==> config.mk <==
export PLATFORM = sky130hd
export DESIGN_NAME = tc_psum_collector
export DESIGN_NICKNAME = d
export VERILOG_FILES = /design/src/rtl/tc_psum_collector.sv
export SDC_FILE = /design/constraint.sdc
export NUM_CORES = 2
export LEC_CHECK = 0
export BUFFER_PORTS_ARGS = -buffer_cell sky130_fd_sc_hd__buf_2
export CORE_AREA = 3 3 606 608
export CTS_CLUSTER_SIZE = 30
export DETAILED_ROUTE_END_ITERATION = 8
export DIE_AREA = 0 0 609 611
export PLACE_DENSITY_LB_ADDON = 0.3
export SYNTH_ARGS = -nofsm -noshare
export SYNTH_HDL_FRONTEND = slang
export SYNTH_SLANG_ARGS = --single-unit
==> constraint.sdc <==
create_clock -name clk -period 4.2 [get_ports clk]
set_input_delay 1.05 -clock clk [delete_from_list [all_inputs] [get_ports clk]]
set_output_delay 1.05 -clock clk [all_outputs]
set_load 0.1 [all_outputs]
==> src/rtl/tc_psum_collector.sv <==
// Partial-sum collector: feeds intermediate psums back to the tensor core and queues final tile
// results in a small output FIFO. Optional macro PSUM_RELU_EN clamps negative final lanes to 0.
module tc_psum_collector #(
    parameter int unsigned LANES      = 16,
    parameter int unsigned PSUM_W     = 32,
    parameter int unsigned K_STEPS_W  = 8,
    parameter int unsigned FIFO_DEPTH = 4
) (
    input  logic                      clk,
    input  logic                      rstn,
    input  logic                      start,
    input  logic [K_STEPS_W-1:0]      cfg_k_steps,
    input  logic [LANES*PSUM_W-1:0]   result_in,
    input  logic                      result_valid,
    output logic                      stall,
    output logic [LANES*PSUM_W-1:0]   psum_data_out,
    output logic                      psum_update,
    output logic [LANES*PSUM_W-1:0]   out_data,
    output logic                      out_valid,
    input  logic                      out_ready,
    output logic                      busy,
    output logic                      tile_done,
    output logic                      protocol_err
);

    localparam int unsigned W     = LANES * PSUM_W;
    localparam int unsigned PTR_W = $clog2(FIFO_DEPTH);
    localparam int unsigned CNT_W = PTR_W + 1;

    typedef enum logic [0:0] {StIdle, StAccum} state_e;

    state_e               state_q;
    logic [K_STEPS_W-1:0] step_q;
    logic [K_STEPS_W-1:0] n_q;

    logic [W-1:0]         mem_q [FIFO_DEPTH];
    logic [PTR_W-1:0]     wr_ptr_q;
    logic [PTR_W-1:0]     rd_ptr_q;
    logic [CNT_W-1:0]     count_q;

    logic                 fifo_full;
    logic                 last_step;
    logic                 push;
    logic                 pop;
    logic [W-1:0]         push_data;

    assign fifo_full = (count_q == CNT_W'(FIFO_DEPTH));
    assign last_step = (step_q == n_q - K_STEPS_W'(1));
    assign stall     = (state_q == StAccum) && last_step && fifo_full;
    assign busy      = (state_q == StAccum);
    assign out_valid = (count_q != '0);
    assign out_data  = mem_q[rd_ptr_q];
    assign pop       = out_valid && out_ready;
    // start takes priority over a result arriving in the same cycle
    assign push      = !start && result_valid && (state_q == StAccum) && last_step && !fifo_full;

    always_comb begin
        push_data = result_in;
`ifdef PSUM_RELU_EN
        for (int unsigned i = 0; i < LANES; i++) begin
            if (result_in[i*PSUM_W + PSUM_W - 1]) begin
                push_data[i*PSUM_W +: PSUM_W] = '0;
            end
        end
`endif
    end

    always_ff @(posedge clk or negedge rstn) begin
        if (!rstn) begin
            state_q       <= StIdle;
            step_q        <= '0;
            n_q           <= K_STEPS_W'(1);
            psum_data_out <= '0;
            psum_update   <= 1'b0;
            tile_done     <= 1'b0;
            protocol_err  <= 1'b0;
        end else begin
            psum_update <= 1'b0;
            tile_done   <= 1'b0;
            if (start) begin
                n_q           <= (cfg_k_steps == '0) ? K_STEPS_W'(1) : cfg_k_steps;
                step_q        <= '0;
                state_q       <= StAccum;
                psum_data_out <= '0;
                psum_update   <= 1'b1;
                protocol_err  <= 1'b0;
            end else if (result_valid) begin
                if (state_q == StIdle || stall) begin
                    protocol_err <= 1'b1;
                end else if (last_step) begin
                    psum_data_out <= '0;
                    psum_update   <= 1'b1;
                    tile_done     <= 1'b1;
                    state_q       <= StIdle;
                end else begin
                    psum_data_out <= result_in;
                    psum_update   <= 1'b1;
                    step_q        <= step_q + K_STEPS_W'(1);
                end
            end
        end
    end

    always_ff @(posedge clk or negedge rstn) begin
        if (!rstn) begin
            for (int unsigned i = 0; i < FIFO_DEPTH; i++) begin
                mem_q[i] <= '0;
            end
            wr_ptr_q <= '0;
            rd_ptr_q <= '0;
            count_q  <= '0;
        end else begin
            if (push) begin
                mem_q[wr_ptr_q] <= push_data;
                wr_ptr_q        <= wr_ptr_q + PTR_W'(1);
            end
            if (pop) begin
                rd_ptr_q <= rd_ptr_q + PTR_W'(1);
            end
            case ({push, pop})
                2'b10:   count_q <= count_q + CNT_W'(1);
                2'b01:   count_q <= count_q - CNT_W'(1);
                default: count_q <= count_q;
            endcase
        end
    end

endmodule
# After elaboration in Yosys (flattened, before gate mapping)
# Cells that the tools add are included.
# op_classes
addsub,6
order_cmp,3
eq_ne,6
muxes,30
n_bitwise,3
reduce_logical,21
# ops
op,count
$mux 512,7
$bwmux 2048,1
$bmux 512 s2,1
$demux 512 s2,1
$mux 8,5
$mux 1,14
$add 8x1->8 const B,1
$eq 8x8->1,1
$logic_and 1x1->1,8
$logic_not 8->1,1
$reduce_bool 2->1,4
$sub 8x1->8 const B,1
$ge 3x3->1 const B,2
$not 2->3,2
$pmux 3 s2,1
$reduce_and 3->1,2
$add 2x1->2 const B,2
$ne 2x2->1 const B,2
$reduce_and 2->1,2
$add 3x1->3 const B,1
$eq 3x3->1 const B,1
$lt 3x1->1 const B,1
$reduce_bool 3->1,1
$sub 3x1->3 const B,1
other kinds (5),6
# totals
regBits,2587
inputBits,525
word_cells,83

# Logic depth before layout (Yosys ltp)
# logic_depth
depth_word,8
depth_mapped,14
ltp_nobuf,13

# Worst setup path after synthesis
# OpenSTA, ideal clock, no wires.
# synth_timing
kind,register -> output
start,reg n_q[0]
end,out stall
t_arrival_ns,2.651
required_time_ns,3.150
setup_slack_ns,0.499
path_stages_with_launch,9
path_buffers,1
cell_sequence,dfstp_2 -> inv_1 -> ha_1 -> clkbuf_1 -> nor2b_1 -> or3_1 -> a31o_2 -> nor3_1 -> and3_1
# synth_between
elab_chain_cells,4
# synth_rtl
item,line_no,source
from (decl),34,logic [K_STEPS_W-1:0] n_q;
from (signal assigned),81,n_q <= (cfg_k_steps == '0) ? K_STEPS_W'(1) : cfg_k_steps;
$sub 8x1->8,48,assign last_step = (step_q == n_q - K_STEPS_W'(1));
$eq 8x8->1,48,
$logic_and 1x1->1 (2 in series),49,assign stall = (state_q == StAccum) && last_step && fifo_full;
to (decl),15,"output logic stall,"
# Every way passes these cells.

# Final worst setup path
# layout_timing
start,reg rd_ptr_q[1]
end,out out_data[105]
# layout_between
elab_chain_cells,4
# layout_rtl
item,line_no,source
from (decl),38,logic [PTR_W-1:0] rd_ptr_q;
from (signal assigned),118,rd_ptr_q <= rd_ptr_q + PTR_W'(1);
$not 2->3 (implied by the code),52,assign out_data = mem_q[rd_ptr_q];
$bmux 512 s2,52,
$mux 512 (implied by the code) (2 in series),52,
to (decl),18,"output logic [LANES*PSUM_W-1:0] out_data,"
# Every way passes these cells. The select of a mux whose other input is x is not followed.

==> flow_summary.yaml <==
outcome:
  status: "finished, final reports clean"
synthesis:
  ys_warn_count: 0
  synthTopCellsByArea: "dfrtp_1 (60%), mux2_1 (20%), mux4_2 (11%), a32o_1 (4.8%), mux2_2 (1.4%)"
  syn-cell-area_sq_um: 108000
  synth_fa_ha_area_share_pct: 0.0999
  muxShareOfSynthArea_pct: 32.2
  yosysMostFrequentCell: "dfrtp_1"
  async_flop_share_pct: 100
  ys.flop_type: "dfrtp_1"
  synth-seq-cells: 2587
  synth_top_area_cell: "dfrtp_1"
  synth_edf_count: 0
  synth_top_family_by_area: "multiplexers"
  yosys.area_share.simple_pct: 0.318
  synthCells: 6310
  yosysTopAreaCellShare_pct: 60.1
  synth-compound-area-share_pct: 4.96
  ys_top_cells_by_count: "dfrtp_1 (2586), mux2_1 (1920), a32o_1 (512), mux4_2 (512), buf_2 (231)"
  avgSynthCellArea_sq_um: 17.1
  synth_nets: 6843
  ys_types: 43
  synth_xor_area_share_pct: 0.114
  seq_area_frac_synth_pct: 60.1
worst_setup_path:
  ff2ff_setup_slack_ns: 0.45
  crit_start: "rd_ptr_q[1]"
  crit_family: "buffers and inverters"
  critPathLaunchType: "flip-flop"
  critPathRequiredTime_ns: 3.15
  critPathMaxStageDelay_ns: 0.64
  crit_top_cell: "buf_12"
  path_buf_inv: 3
  end_kind: "primary output"
  critPathArrivalTime_ns: 3.06
  critPathSlowestCell: "dfrtp_4"
  reg2reg_from: "n_q[0]"
  critPathKind: "reg -> out"
  worstPathMaxFanout: 40
  path_cells: "buf_12 -> buf_12 -> mux4_2 -> buf_2"
clock_tree:
  clk_root_buffer_cell: "clkbuf_16"
  cts_tree: "done"
  clkSlewWorstSetupHoldPaths_ns: 0.06
  hold_buffers: 0
  cts_buffer_depth: 4
  cts_made_buffers: 299
  htreeDepth: 5
  clock_sink_count: 2587
  clkLatencyLatePin_ns: 0.88
sta:
  skew_ns: 0.0474
  setup_viol: 0
  min_period_ns: 4.11
  fin_crit_sh_pct: 98.0
  tightestPinTransition_ns: 1.08
  grt_setup_unrepaired: "true"
  slew_headroom_pct: 28.1
  finalMaxSlewViolations: 0
  whs_ns: 0.244
  hold_viol: 0
  fmax_mhz: 243
placement:
  dp_hpwl_um: 268000
  routabilityCongestion: 0.855
  placed_area_sq_um: 122000
  io_buffers: 1554
  placedCellCount: 12411
global_routing:
  grtUsageMet1_pct: 23.8
  grt.busiest_layer: "met2"
  met3_usage_pct: 5.36
  overflow: 0
  grt_max_degree: 149
  use_met2_pct: 32.3
  antenna_found_initial: 119
  grt_pass1_wl_um: 532000
  grt_pass1_vias: 71362
  grt_use_total_pct: 19.3
floorplan:
  row_count: 221
  dieArea_sq_um: 372000
  die_w_um: 609
  die_h_um: 611
  initial_core_util_pct: 29.7
  num_io_pins: 1555
  coreArea_sq_um: 362000
power_and_ir_drop:
  p_leak_nw: 68.6
  irDropWorstVdd_uv: 442
  pwr_density_cell_nw_per_um2: 503
drt:
  postRouteAntennaNets: 0
  finalWirelength_um: 367000
  drc: 0
  wl_per_cell_um: 28.3
  avgViaCountPerCell: 5.19
  drtIter0Drc: 4794
  dr.pass1.iters: 8
  vias: 67288
job:
  drv_cap: 0
finish:
  fill_cells: 34148
  drive_gt1_share_pct: 36.0
  syn2layout_area_growth_pct: 23.0
  layout.nets: 8455
  design_area_sq_um: 133000
  utilization_pct: 36.6
  stdcell_count: 12973
min_path:
  min_path_type: "in -> async"
registers in the layout, summed over array words and instances, names as in the netlist:
signal         count
mem_q           2048
busy               1
psum_data_out    512
count_q            3
protocol_err       1
step_q             8
rd_ptr_q           2
wr_ptr_q           2
psum_update        1
n_q                8
tile_done          1
stage by stage:
stage	power, W	TNS, ns	setup slack [ns]
floorplan	0.0365	0	0.499
global placement	0.0411	0	0.414
detailed placement	0.0413	0	0.429
CTS	0.0676	-0.00205	-0.00205
global route	0.0692	-0.00652	-0.00484
finish	0.0666	0	0.0858
where the power goes:
part	switching, W	total (W)	leakage (nW)	internal, W
registers	0.000580	0.0265	35.7	0.0259
clock network	0.0107	0.0259	4.79	0.0152
logic	0.0101	0.0143	28.1	0.00423
cells in the final DEF, fill, tap and decap left out, drive strengths merged, types with 5 or more instances in the layout:
| master | instances |
|---|---|
| inv | 23 |
| xnor2 | 7 |
| clkbuf | 454 |
| nand3 | 6 |
| a32o | 512 |
| clkinv | 49 |
| dfrtp | 2586 |
| mux4 | 512 |
| xor2 | 7 |
| mux2 | 2057 |
| nor3 | 8 |
| or3 | 7 |
| nand4 | 6 |
| diode | 31 |
| nand2 | 15 |
| bufinv | 10 |
| ha | 7 |
| o21ai | 12 |
| nor2 | 7 |
| nor2b | 5 |
| buf | 1818 |
| a21oi | 8 |
routing by layer:
metal / wire length [um] / share of wire (%) / vias up
li1: - / - / 27486
met1: 146000 / 40 / 36769
met2: 179000 / 49 / 2268
met3: 26400 / 7.2 / 725
met4: 15200 / 4.1 / 40
met5: 258 / 0.070 / -
path summary, 6_finish.rpt:
| check | end | cells past startpoint |
|---|---|---|
| worst min-delay path | psum_data_out[472] | 1 |
| min in group clk | n_q[4] | 2 |
| max in group asynchronous | mem_q[1940] | 3 |
| worst min register to register | mem_q[812] | 1 |
| worst max-delay path | out_data[105] | 4 |
| worst max register to register | mem_q[262] | 10 |
worst register-to-register path: stages, from the launching register on:
cell and delay, ns:
dfstp_2 0.54, inv_1 0.08, ha_4 0.20, nor2b_1 0.13, or3_1 0.34, a31o_4 0.27
a211oi_2 0.39, nand4_1 0.30, buf_12 0.26, buf_12 0.29, mux2_1 0.80
cells by family after synthesis:
kind of cell               count (synthesis)
and+or+nand+nor                           64
muxes                                   2569
AOI/OAI and AO/OA                        546
adders and majority gates                  8
xor gates and xnor gates                  14
DFF                                     2587
buffers and inverters                    522
final cells by class:
| class | count | area [sq um] | share of cell area (%) |
|---|---|---|---|
| Timing Repair Buffer | 1824 | 11200 | 8.48 |
| Tap cell | 4794 | 6000 | 4.53 |
| Sequential cell | 2587 | 64700 | 48.9 |
| Multi-Input combinational cell | 3201 | 40700 | 30.7 |
| Clock buffer | 450 | 8840 | 6.67 |
| Antenna cell | 31 | 77.6 | 0.0585 |
| Clock inverter | 77 | 906 | 0.684 |
| Inverter | 9 | 41.3 | 0.0312 |
timing repair:
item                                    CTS  global route
gates resized for setup                  34             4
endpoints found under the setup margin   77             3
gates cloned                              2             1
buffers inserted                          1             0
pin swaps                                 1             1
(Power assumes the default switching activity.)
